--- src/rtl/gray_pkg.sv ---
// Shared gray-code helpers and command encoding for the gray encoder/decoder family.
// Functions work on 32-bit vectors; narrower values are zero-extended by the caller.
package gray_pkg;

   localparam int MAX_SIZE = 32;

   typedef enum logic [1:0] {
      CMD_HOLD,
      CMD_LOAD,
      CMD_INC,
      CMD_DEC
   } cmd_e;

   // All-ones value for a counter of the given width (2..32).
   function automatic logic [MAX_SIZE-1:0] max_of(input int size);
      logic [MAX_SIZE:0] full;
      full = ({{MAX_SIZE{1'b0}}, 1'b1} << size) - {{MAX_SIZE{1'b0}}, 1'b1};
      return full[MAX_SIZE-1:0];
   endfunction

   function automatic logic [MAX_SIZE-1:0] bin2gray(input logic [MAX_SIZE-1:0] b);
      logic [MAX_SIZE-1:0] g;
      for (int i = 0; i < MAX_SIZE - 1; i++) begin
         g[i] = b[i] ^ b[i+1];
      end
      g[MAX_SIZE-1] = b[MAX_SIZE-1];
      return g;
   endfunction

   function automatic logic [MAX_SIZE-1:0] gray2bin(input logic [MAX_SIZE-1:0] g);
      logic [MAX_SIZE-1:0] b;
      b[MAX_SIZE-1] = g[MAX_SIZE-1];
      for (int i = MAX_SIZE - 2; i >= 0; i--) begin
         b[i] = b[i+1] ^ g[i];
      end
      return b;
   endfunction

endpackage

--- src/rtl/bin2gray_enc.sv ---
// Combinational binary-to-gray encoder, one xor per bit.
module bin2gray_enc #(
   parameter int SIZE = 8
) (
   input  logic [SIZE-1:0] bin,
   output logic [SIZE-1:0] gray
);

   for (genvar i = 0; i < SIZE - 1; i++) begin : g_bit
      assign gray[i] = bin[i] ^ bin[i+1];
   end
   assign gray[SIZE-1] = bin[SIZE-1];

endmodule

--- src/rtl/gray_enc_counter.sv ---
// Up/down/load counter presenting its count registered in binary and gray code.
// Gray is encoded from the next-state value so the registered output never glitches.
module gray_enc_counter
   import gray_pkg::*;
#(
   parameter int          SIZE      = 8,
   parameter bit          WRAP      = 1'b1,
   parameter int unsigned RESET_BIN = 0
) (
   input  logic            clk,
   input  logic            rst_n,
   input  logic            inc,
   input  logic            dec,
   input  logic            load,
   input  logic [SIZE-1:0] load_bin,
   output logic [SIZE-1:0] bin,
   output logic [SIZE-1:0] gray,
   output logic            wrap,
   output logic            at_max,
   output logic            at_min
);

   localparam logic [MAX_SIZE-1:0] MAX_W       = max_of(SIZE);
   localparam logic [MAX_SIZE-1:0] RST_W       = RESET_BIN;
   localparam logic [MAX_SIZE-1:0] RST_GRAY_W  = bin2gray(RST_W);
   localparam logic [SIZE-1:0]     MAX_BIN     = MAX_W[SIZE-1:0];
   localparam logic [SIZE-1:0]     RST_BIN     = RST_W[SIZE-1:0];
   localparam logic [SIZE-1:0]     RST_GRAY    = RST_GRAY_W[SIZE-1:0];
   localparam logic [SIZE:0]       ONE_EXT     = {{SIZE{1'b0}}, 1'b1};

   cmd_e            cmd;
   logic [SIZE:0]   sum_ext;
   logic [SIZE:0]   diff_ext;
   logic [SIZE-1:0] bin_next;
   logic [SIZE-1:0] gray_next;
   logic            wrap_next;

   // Simultaneous inc and dec cancel out and are treated as hold.
   always_comb begin
      cmd = CMD_HOLD;
      if (load) begin
         cmd = CMD_LOAD;
      end else if (inc && !dec) begin
         cmd = CMD_INC;
      end else if (dec && !inc) begin
         cmd = CMD_DEC;
      end
   end

   assign sum_ext  = {1'b0, bin} + ONE_EXT;
   assign diff_ext = {1'b0, bin} - ONE_EXT;

   // NOTE: every always_comb output gets a default first so no path can infer a latch.
   always_comb begin
      bin_next  = bin;
      wrap_next = 1'b0;
      unique case (cmd)
         CMD_LOAD: bin_next = load_bin;
         CMD_INC: begin
            wrap_next = sum_ext[SIZE];
            if (!sum_ext[SIZE] || WRAP) bin_next = sum_ext[SIZE-1:0];
         end
         CMD_DEC: begin
            wrap_next = diff_ext[SIZE];
            if (!diff_ext[SIZE] || WRAP) bin_next = diff_ext[SIZE-1:0];
         end
         default: bin_next = bin;
      endcase
   end

   bin2gray_enc #(.SIZE(SIZE)) u_enc (
      .bin  (bin_next),
      .gray (gray_next)
   );

   // NOTE: state registers use non-blocking assignments so every flop samples pre-edge values.
   always_ff @(posedge clk or negedge rst_n) begin
      if (!rst_n) begin
         bin    <= RST_BIN;
         gray   <= RST_GRAY;
         wrap   <= 1'b0;
         at_max <= (RST_BIN == MAX_BIN);
         at_min <= (RST_BIN == '0);
      end else begin
         bin    <= bin_next;
         gray   <= gray_next;
         wrap   <= wrap_next;
         at_max <= (bin_next == MAX_BIN);
         at_min <= (bin_next == '0);
      end
   end

endmodule

--- config.mk ---
export PLATFORM = sky130hd
export DESIGN_NAME = gray_enc_counter
export DESIGN_NICKNAME = d
export VERILOG_FILES = /design/src/rtl/gray_pkg.sv /design/src/rtl/bin2gray_enc.sv /design/src/rtl/gray_enc_counter.sv
export SDC_FILE = /design/constraint.sdc
export NUM_CORES = 1
export LEC_CHECK = 0
export ABC_AREA = 1
export CAP_MARGIN = 20
export CORE_AREA = 5 5 66 92
export DETAILED_ROUTE_END_ITERATION = 8
export DIE_AREA = 0 0 71 97
export PLACE_DENSITY = 0.56
export SYNTH_ARGS = -nofsm -noshare
export SYNTH_HDL_FRONTEND = slang
export SYNTH_SLANG_ARGS = --single-unit
export TNS_END_PERCENT = 5
--- constraint.sdc ---
create_clock -name clk -period 1.85 [get_ports clk]
set_input_delay 0.37 -clock clk [delete_from_list [all_inputs] [get_ports clk]]
set_output_delay 0.37 -clock clk [all_outputs]
set_load 0.02 [all_outputs]
==> results by group <==
Setup path
  – Reg-to-Reg End: gray[6]
  – Worst setup path category: reg -> out
  – Required time worst endpoint: between 1 and 1.5 ns
  – CP endpoint kind: primary output
  – R2R Path Start: bin[1]
  – Data arrival time of the critical path: between 1 and 1.5 ns
  – Critical Path Start Type: register
  – Max Fanout on Critical Path: 4
  – R2R setup slack: 0.14 ns
  – Number of cells on the worst reg-to-reg path: 9

CTS
  – Cell at the root of the clock tree: clkbuf_8
  – Clock tree buffer depth: 2
  – Cts bufs inserted: 3
  – Total number of clock tree sinks: 18
  – Clock-pin slew reported for the worst setup and hold paths after clock tree synthesis: 0.06 ns
  – Hold buffer count at cts: 0
  – Total number of H-tree levels: 1
  – TritonCTS clock tree: built
  – Insertion delay of the later-clocked pin in the worst-skew pair: 0.25 ns

Final layout
  – Nets: approximately 240
  – Total non-filler cell area in the finished layout: between 1500 and 2000 um^2
  – Layout cell share with drive strength beyond 1: 28.4%
  – Fill cell count: 554
  – Diode count: 0
  – Area growth from synthesis to layout: 51.3%

STA
  – Max-slew headroom: approximately three quarters
  – Peak clock frequency supported by timing: 0.566 GHz
  – Hold violation count in the final report: 0
  – Period utilization: 95.6%
  – Worst Clk Skew: 0.00184 ns
  – Number of failing setup endpoints in the final timing report: 0
  – Worst Hold Margin: 0.440 ns
  – Worst Tran Pin Value: 0.344 ns
  – Count of final max-slew check failures: 0
  – Shortest clock period the worst path allows after layout: 1.77 ns
  – Setup TNS after final layout: 0 ns

Global routing
  – Overall overflow remaining after global route: 0
  – Via count of the first global-routing pass: 1248
  – Pin count of the biggest net entering global routing: 19
  – Global-route usage over all layers: 10.5%
  – Number of antenna violations at the first check in global routing: 0
  – First-pass GRT wire length: 5810 um

Logic synthesis
  – Gate count of the mapped netlist: 159
  – Cell type contributing the most total cell area after synthesis: dfrtp_1
  – Synth top area share: between 30% and 40%
  – Syn Area/Cell: 7.81 um^2
  – Count of yosys warnings during synthesis: 0
  – Synthesized flop and latch total: 18
  – Top cells by area in the synthesized netlist: dfrtp_1, ha_1, nand2_1
  – Distinct cells, synth: 28
  – Register area share after synthesis: 36.4%
  – Post-synth net total: 183
  – Synth Cell Area: 1240 um^2

Route
  – Pre-Repair DR Iteration Count: 5
  – Total number of vias: 1200
  – Antenna Violating Nets Remaining: 0
  – Via density: 4.23
  – 1st-iter DRT viols: 41
  – Aggregate routed wire length: ~3400 um
  – Drt drc: 0
  – Routed wire per std cell: 12.0 um

Run
  – # Max-Cap Violations: 0

Hold path
  – Hold WC Path Type: in -> async

Floorplanning
  – Width of the chip: 71 um
  – Height of the chip: 97 um
  – Starting Density: around a quarter
  – Floorplan Core Area: 5120 um^2
  – Number of placement rows: 31
  – Die ar.: between 6000 and 7000 um^2
  – Boundary pin count: 32

Power and ir drop
  – Pwr dens: 801 nW/um^2
  – Total power after layout: 0.00151 W
  – Leakage: 0.873 nW
  – Worst VDD drop: 437 uV
  – Cell Int Power: 0.000953 W
  – Switching share of total power: 36.7%
  – Combinational fraction of design power: 46.4%
  – Power share of the sequential group: 35.4%
  – Psw: 0.000553 W
  – Clock power frac: between 10% and 20%

Place
  – DP Wirelength: 2750 um
  – Total of buffers placed on input and output ports: 31
  – Final estimated routing congestion in global placement: 0.801
  – Cell area after placement: 1750 um^2

Run status
  – Outcome: complete, no violations
-- power groups by stage --
stage / sequential, W / clock [W] / combinational (W)
2_1_floorplan: 0.000617 / 0 / 0.000267
3_5_place_dp: 0.000544 / 0 / 0.000658
6_report: 0.000534 / 0.000274 / 0.000699
4_1_cts: 0.000538 / 0.000282 / 0.000675
5_1_grt: 0.000546 / 0.000305 / 0.000778
3_3_place_gp: 0.000543 / 0 / 0.000658
-- layout by cell type (no fill, tap or decap), types with 2 or more instances in the layout --
cell type and instances:
nand2_1 32, clkdlybuf4s50_1 28, buf_4 28, nand3_1 22, inv_1 14, dfrtp_1 14
nor2_1 12, ha_1 8, inv_2 7, a21oi_1 7, nand2_2 6, o21ai_0 4
nor2_2 3, xor2_1 3, dfrtp_2 3, clkbuf_8 3, nor2_4 2, o21ai_1 2
nand4_1 2, ha_2 2
-- cell type report --
cell class / instances / area (um^2) / area share, %
well taps: 66 / 82.6 / 4.39
multi-input cells: 115 / 699 / 37.2
flip-flops and latches: 18 / 455 / 24.2
repair buffers: 59 / 514 / 27.4
inverters: 22 / 82.6 / 4.39
clock buffers: 4 / 45.0 / 2.40
-- worst max-delay path, cell delays in order (launching register included) --
cell             delay [ns]
dfrtp_2                0.39
buf_4                  0.15
clkdlybuf4s50_1        0.60
-- metrics by stage --
step	instances	worst slack, ns	util (%)
6_report	284	0.0819	36.7
5_1_grt	284	-0.00160	36.7
4_1_cts	279	0.0130	35.8
3_5_place_dp	271	-0.528	34.2
3_3_place_gp	271	-0.494	34.2
2_1_floorplan	159	0.0542	-
-- worst max path at each step --
stage	slack (ns)	from	depth (start not counted)	to
after global placement	-0.49	inc	10	gray[6]
final	0.08	bin[2]	2	bin[2]
after floorplan	0.05	inc	9	gray[6]
after global routing	-0.002	dec	13	at_max
after CTS	0.01	inc	10	gray[6]
after detailed placement	-0.53	inc	12	at_max
-- cell usage after synthesis (all sizes together) --
cell    number
a21oi        7
a22oi        1
buf          4
clkinv       1
dfrtp       17
dfstp        1
ha          11
inv         21
nand2       38
nand3       23
nand4        2
nor2        17
nor3         1
o211ai       1
o21ai        7
o21bai       1
o32ai        1
or2          2
xor2         3
-- sequential cells by signal, summed over array words and instances (netlist names) --
signal  cells
at_max      1
bin         8
gray        7
wrap        1
at_min      1
-- per-layer routing --
metal | share of wire (%) | GRT usage (%) | wire length (um) | vias up
met4 | 2.3 | 4.20 | 78 | 0
met2 | 52 | 18.3 | 1760 | 23
met5 | 0 | 0 | 0 | -
met1 | 44 | 12.9 | 1490 | 539
met3 | 2.1 | 1.14 | 71 | 6
li1 | - | - | - | 632
-- logic make-up after synthesis --
group	count (synthesis)	synth area share, %
adders and majority gates	11	11.1
AOI/OAI and AO/OA	18	8.86
buffers and inverters	26	9.16
and+or+nand+nor	83	32.4
DFF	18	36.4
xor gates and xnor gates	3	2.12
-- what timing repair did --
item | in CTS | in global routing
pin swaps | 10 | 12
setup endpoints to repair | 10 | 8
resized for setup | 7 | 10
setup buffers | 4 | 5
Note: power is estimated with default switching activity, not from simulation.
